**config.mk**
```make
export PLATFORM = sky130hd
export DESIGN_NAME = ram_fifo_ctrl
export DESIGN_NICKNAME = d
export VERILOG_FILES = /design/src/rtl/ram_fifo_ctrl.sv
export SDC_FILE = /design/constraint.sdc
export NUM_CORES = 1
export LEC_CHECK = 0
export BUFFER_PORTS_ARGS = -buffer_cell sky130_fd_sc_hd__buf_4
export CAP_MARGIN = 20
export CORE_MARGIN = 2
export CORE_UTILIZATION = 54
export CTS_BUF_LIST = sky130_fd_sc_hd__clkbuf_16
export CTS_CLUSTER_DIAMETER = 30
export DETAILED_ROUTE_END_ITERATION = 6
export PLACE_DENSITY = 0.84
export SYNTH_ARGS = -nofsm -noshare
export SYNTH_HDL_FRONTEND = slang
export SYNTH_SLANG_ARGS = --single-unit
```
**constraint.sdc**
```tcl
create_clock -name Clk -period 4.9 [get_ports Clk]
set_clock_uncertainty 0.05 [all_clocks]
set_input_delay 0.98 -clock Clk [delete_from_list [all_inputs] [get_ports Clk]]
set_output_delay 0.98 -clock Clk [all_outputs]
set_load 0.02 [all_outputs]
```
**src/rtl/ram_fifo_ctrl.sv**
```systemverilog
// rtl/ram_fifo_ctrl.sv - FIFO controller in front of a two-port RAM with 2-cycle read latency
module ram_fifo_ctrl #(
  parameter int DATA_WIDTH   = 36,
  parameter int ADDR_WIDTH   = 9,
  parameter int AFULL_THRESH = 496
) (
  input  logic                  Clk,
  input  logic                  Reset,
  input  logic                  wr_en,
  input  logic [DATA_WIDTH-1:0] wr_data,
  output logic                  full,
  output logic                  afull,
  output logic                  rd_valid,
  input  logic                  rd_ready,
  output logic [DATA_WIDTH-1:0] rd_data,
  output logic [ADDR_WIDTH:0]   count,
  output logic                  ram_wren,
  output logic [ADDR_WIDTH-1:0] ram_waddr,
  output logic [DATA_WIDTH-1:0] ram_wdata,
  output logic [ADDR_WIDTH-1:0] ram_raddr,
  input  logic [DATA_WIDTH-1:0] ram_q
);

  localparam logic [ADDR_WIDTH:0] DEPTH     = {1'b1, {ADDR_WIDTH{1'b0}}};
  localparam logic [ADDR_WIDTH:0] AFULL_LVL = (ADDR_WIDTH+1)'(AFULL_THRESH);

  logic [ADDR_WIDTH:0]   wptr;
  logic [ADDR_WIDTH:0]   rptr;
  logic [ADDR_WIDTH:0]   ram_cnt;
  logic                  v1;
  logic                  v2;
  logic [DATA_WIDTH-1:0] buf_mem [0:3];
  logic [1:0]            head;
  logic [1:0]            tail;
  logic [2:0]            buf_cnt;
  logic [2:0]            credits;
  logic                  push;
  logic                  pop;
  logic                  issue;

  // Occupancy decode, push/pop qualification and read-issue credit check
  always_comb begin
    ram_cnt   = wptr - rptr;
    full      = (ram_cnt == DEPTH);
    push      = wr_en & ~full;
    ram_wren  = push & ~Reset;
    ram_waddr = wptr[ADDR_WIDTH-1:0];
    ram_wdata = wr_data;
    ram_raddr = rptr[ADDR_WIDTH-1:0];
    rd_valid  = (buf_cnt != 3'd0);
    rd_data   = buf_mem[head];
    pop       = rd_valid & rd_ready;
    // Words in flight plus words buffered may never exceed the 4 buffer slots
    credits   = {2'b00, v1} + {2'b00, v2} + buf_cnt;
    issue     = (ram_cnt != '0) & (credits < 3'd4);
    afull     = (count >= AFULL_LVL);
  end

  // RAM pointers and the read-latency valid pipeline
  always_ff @(posedge Clk or posedge Reset) begin
    if (Reset) begin
      wptr <= '0;
      rptr <= '0;
      v1   <= 1'b0;
      v2   <= 1'b0;
    end else begin
      if (push)
        wptr <= wptr + 1'b1;
      if (issue)
        rptr <= rptr + 1'b1;
      v1 <= issue;
      v2 <= v1;
    end
  end

  // Output buffer pointers and fill level
  always_ff @(posedge Clk or posedge Reset) begin
    if (Reset) begin
      head    <= 2'd0;
      tail    <= 2'd0;
      buf_cnt <= 3'd0;
    end else begin
      if (v2)
        tail <= tail + 2'd1;
      if (pop)
        head <= head + 2'd1;
      buf_cnt <= buf_cnt + {2'b00, v2} - {2'b00, pop};
    end
  end

  // Capture returning RAM data; contents need no reset since buf_cnt gates them
  always_ff @(posedge Clk) begin
    if (v2)
      buf_mem[tail] <= ram_q;
  end

  // Total words held: RAM region, reads in flight and output buffer
  always_ff @(posedge Clk or posedge Reset) begin
    if (Reset)
      count <= '0;
    else
      count <= count + {{ADDR_WIDTH{1'b0}}, push} - {{ADDR_WIDTH{1'b0}}, pop};
  end

endmodule
```
==> results by group <==
Outcome
  – Outcome: finished clean

Power
  – Int Pwr: roughly 4.3 mW
  – Maximum VDD drop: 0.000473 V
  – Clock power share: 0.215
  – Power Density: just over 700 nW/um2
  – Sequential share of power: 0.381
  – Comb pwr share: 0.405
  – LEAKAGE: ~3.6 nW
  – Sw frac: 0.354
  – Psw: 2.36 mW

Job
  – Number of max-cap violations: 0

Floorplan
  – IO Pins: 180
  – Die area: 15,900 um2
  – Die Wd: 126 um
  – Site row count: 44
  – Die Y: ~130 um
  – Core area: 14,600 um2
  – Starting Density: 0.553

Place
  – Placed cells: 714
  – Dpl hpwl: 8.84 mm
  – # port buffers: about 110
  – Routability cong.: roughly 0.79

Worst setup path
  – Worst Reg-to-Reg Cells: 20
  – Worst Path Required: 5200 ps
  – Endpoint type of the worst setup path: flop
  – WP data arrival: 4640 ps
  – Startpoint Class: flop
  – Reg-to-reg endpoint: count[9]$_DFF_PP0_
  – Max FO, Critical Path: 12
  – Setup CP Type: reg -> reg
  – R2R Setup Slk: between 500 and 600 ps
  – R2r startpoint: rptr[1]$_DFFE_PP0P_

Logic synthesis
  – Post-Syn Nets: 594
  – Sequential element share of the synthesized area: 0.657
  – Post-synth top area cell: edfxtp_1
  – Post-synth top area share: 0.536
  – #FFs+latches synth: 183
  – Most frequent cell after synthesis: edfxtp_1
  – Post-synth EDFFs: 144
  – Cells after synthesis: 484
  – Synth unique cells: 47
  – Synth cell count leaders: 144 x edfxtp_1, 54 x buf_4, 39 x dfrtp_1, 36 x inv_1, 36 x mux4_2
  – Mapped Area: between 8000 and 9000 um2
  – Post-synth ARST share: 0.213
  – Yosys warnings: 0
  – Synth area leaders: edfxtp_1 54%, dfrtp_1 12%, mux4_2 10%
  – Post-synth top flop: edfxtp_1
  – Post-synthesis average cell area: 16.7 um2

Timing
  – RSZ-0062 raised after global routing: false
  – Final min period: 4340 ps
  – Tcrit/Tclk final: 0.886
  – Slew Limit Fails: 0
  – Least-Margin Pin Slew: ~1000 ps
  – Headroom to the max-slew limit: 0.323
  – Final setup violation count: 0
  – Final Hold Viols: 0
  – Fmax: 0.230 GHz
  – Setup_tns: 0 ps

CTS
  – Clock latency on the worst-skew pair: roughly 420 ps
  – Num CTS Buffers: 17
  – Sink Count: 183
  – Clk slew on worst S/H paths: 70 ps
  – Hold_buf cts: 0
  – Post-CTS Setup Repair Bufs: 0
  – CTS tree: built
  – Post-CTS sizing: 0
  – H-Tree Depth: 4
  – Root Driver: clkbuf_16
  – Longest Clk Path Bufs: 2

Layout
  – ANT cells: 0
  – Fillers: 989
  – Share of cells above drive strength 1: 0.352
  – Area delta synth->final: 15.2%
  – Non-Filler Instances: 746
  – # nets final: 659

Routing
  – Post-route DRC: 0
  – Drt pass-1 iters: 5
  – DR WL/cell: 18.5 um
  – Vias: 4,095
  – DR vias/cell: 5.49
  – Iter 0 DRT Violations: 310
  – Wirelength, routed: approximately 14 mm
  – ANT nets after route: 0

Global route
  – Antenna violations before repair: 0
  – Largest net degree at the start of global routing: 40
  – Vias in the first global route: 4,352
  – Gr ovfl total: 0
  – First-pass GRT wire length: 22.1 mm
  – Total GRT Usage: 0.181

Hold path
  – WHS Path Cells: 0
  – Startpoint of the worst hold path: v1$_DFF_PP0_
  – HP Class: reg -> reg
  – Hold Path Sink: v2$_DFF_PP0_
-- metrics by stage --
step                setup slack (ps)  area, um2   util  power (mW)  hold WS, ps
global route                     266       9300  0.637        7.05          349
floorplan                        925       8070      -        4.48          310
CTS                              535       9300  0.637        6.74          337
detailed placement               559       8670  0.594        5.29          322
finish                           557       9300  0.637        6.65          333
global placement                 732       8670  0.594        5.19          323
-- layout by cell type (no fill, tap or decap), types with 11 or more instances in the layout --
cell | netlist | layout
nand2_1 | 12 | 12
buf_4 | 54 | 110
inv_1 | 36 | 37
dfrtp_1 | 39 | 37
mux4_2 | 36 | 36
ha_1 | 32 | 32
xnor2_1 | 23 | 23
edfxtp_1 | 144 | 144
clkbuf_16 | 0 | 17
xor2_1 | 14 | 14
a21oi_1 | 11 | 11
-- power by group through the flow --
stage	sequential, mW	combinational (mW)	clock [mW]
3_3_place_gp	2.54	2.65	0
3_5_place_dp	2.58	2.71	0
6_report	2.53	2.69	1.43
4_1_cts	2.55	2.73	1.46
2_1_floorplan	2.44	2.04	0
5_1_grt	2.60	2.92	1.52
-- routing by layer --
| metal | track usage | share of wire |
|---|---|---|
| met1 | 0.238 | 0.43 |
| met2 | 0.295 | 0.49 |
| met3 | 0.0518 | 0.064 |
| met4 | 0.0601 | 0.014 |
| met5 | 0 | 0 |
-- worst max-delay path, cell delays in order (launching register included) --
cell and delay, ps:
dfrtp_1 400, inv_1 80, ha_1 310, nor2b_4 140
o2111ai_2 210, a31oi_2 150, a21oi_2 200, mux2_2 370
o21ai_2 130, buf_4 210, ha_1 220, inv_1 60
ha_1 270, a21o_1 170, a21oi_1 240, o21bai_1 110
a21oi_1 250, o21ai_0 180, a21o_1 210, a21oi_1 170
xnor2_1 130
-- worst max path at each step --
stage | from | endpoint | slack [ps] | depth (start not counted)
floorplan | rptr[1]$_DFFE_PP0P_ | count[8]$_DFF_PP0_ | 920 | 22
global placement | rptr[1]$_DFFE_PP0P_ | count[9]$_DFF_PP0_ | 730 | 20
detailed placement | rptr[1]$_DFFE_PP0P_ | count[9]$_DFF_PP0_ | 560 | 20
CTS | rptr[1]$_DFFE_PP0P_ | count[9]$_DFF_PP0_ | 540 | 20
global route | rptr[1]$_DFFE_PP0P_ | count[9]$_DFF_PP0_ | 270 | 20
finish | rptr[1]$_DFFE_PP0P_ | count[9]$_DFF_PP0_ | 560 | 20
-- registers in the layout, summed over array words and instances (netlist names) --
| register | count |
|---|---|
| buf_cnt | 3 |
| buf_mem | 144 |
| count | 10 |
| head | 2 |
| rptr | 10 |
| tail | 2 |
| v1 | 1 |
| v2 | 1 |
| wptr | 10 |
-- cell families after synthesis --
group	count (synthesis)	share of synthesized area
xor gates and xnor gates	37	0.0402
buffers and inverters	100	0.0740
DFF	183	0.657
and+or+nand+nor	59	0.0417
AOI/OAI and AO/OA	31	0.0271
adders and majority gates	34	0.0546
muxes	40	0.106
-- final cells by class --
| type | instances | area [um2] | share of cell area |
|---|---|---|---|
| clock inverter | 15 | 200 | 0.0215 |
| inverter | 36 | 135 | 0.0145 |
| clock buffer | 17 | 425 | 0.0458 |
| multi-input combinational | 201 | 2180 | 0.234 |
| timing repair buffer | 110 | 826 | 0.0888 |
| sequential | 183 | 5300 | 0.570 |
| tap | 184 | 230 | 0.0248 |
(Power assumes the default switching activity.)
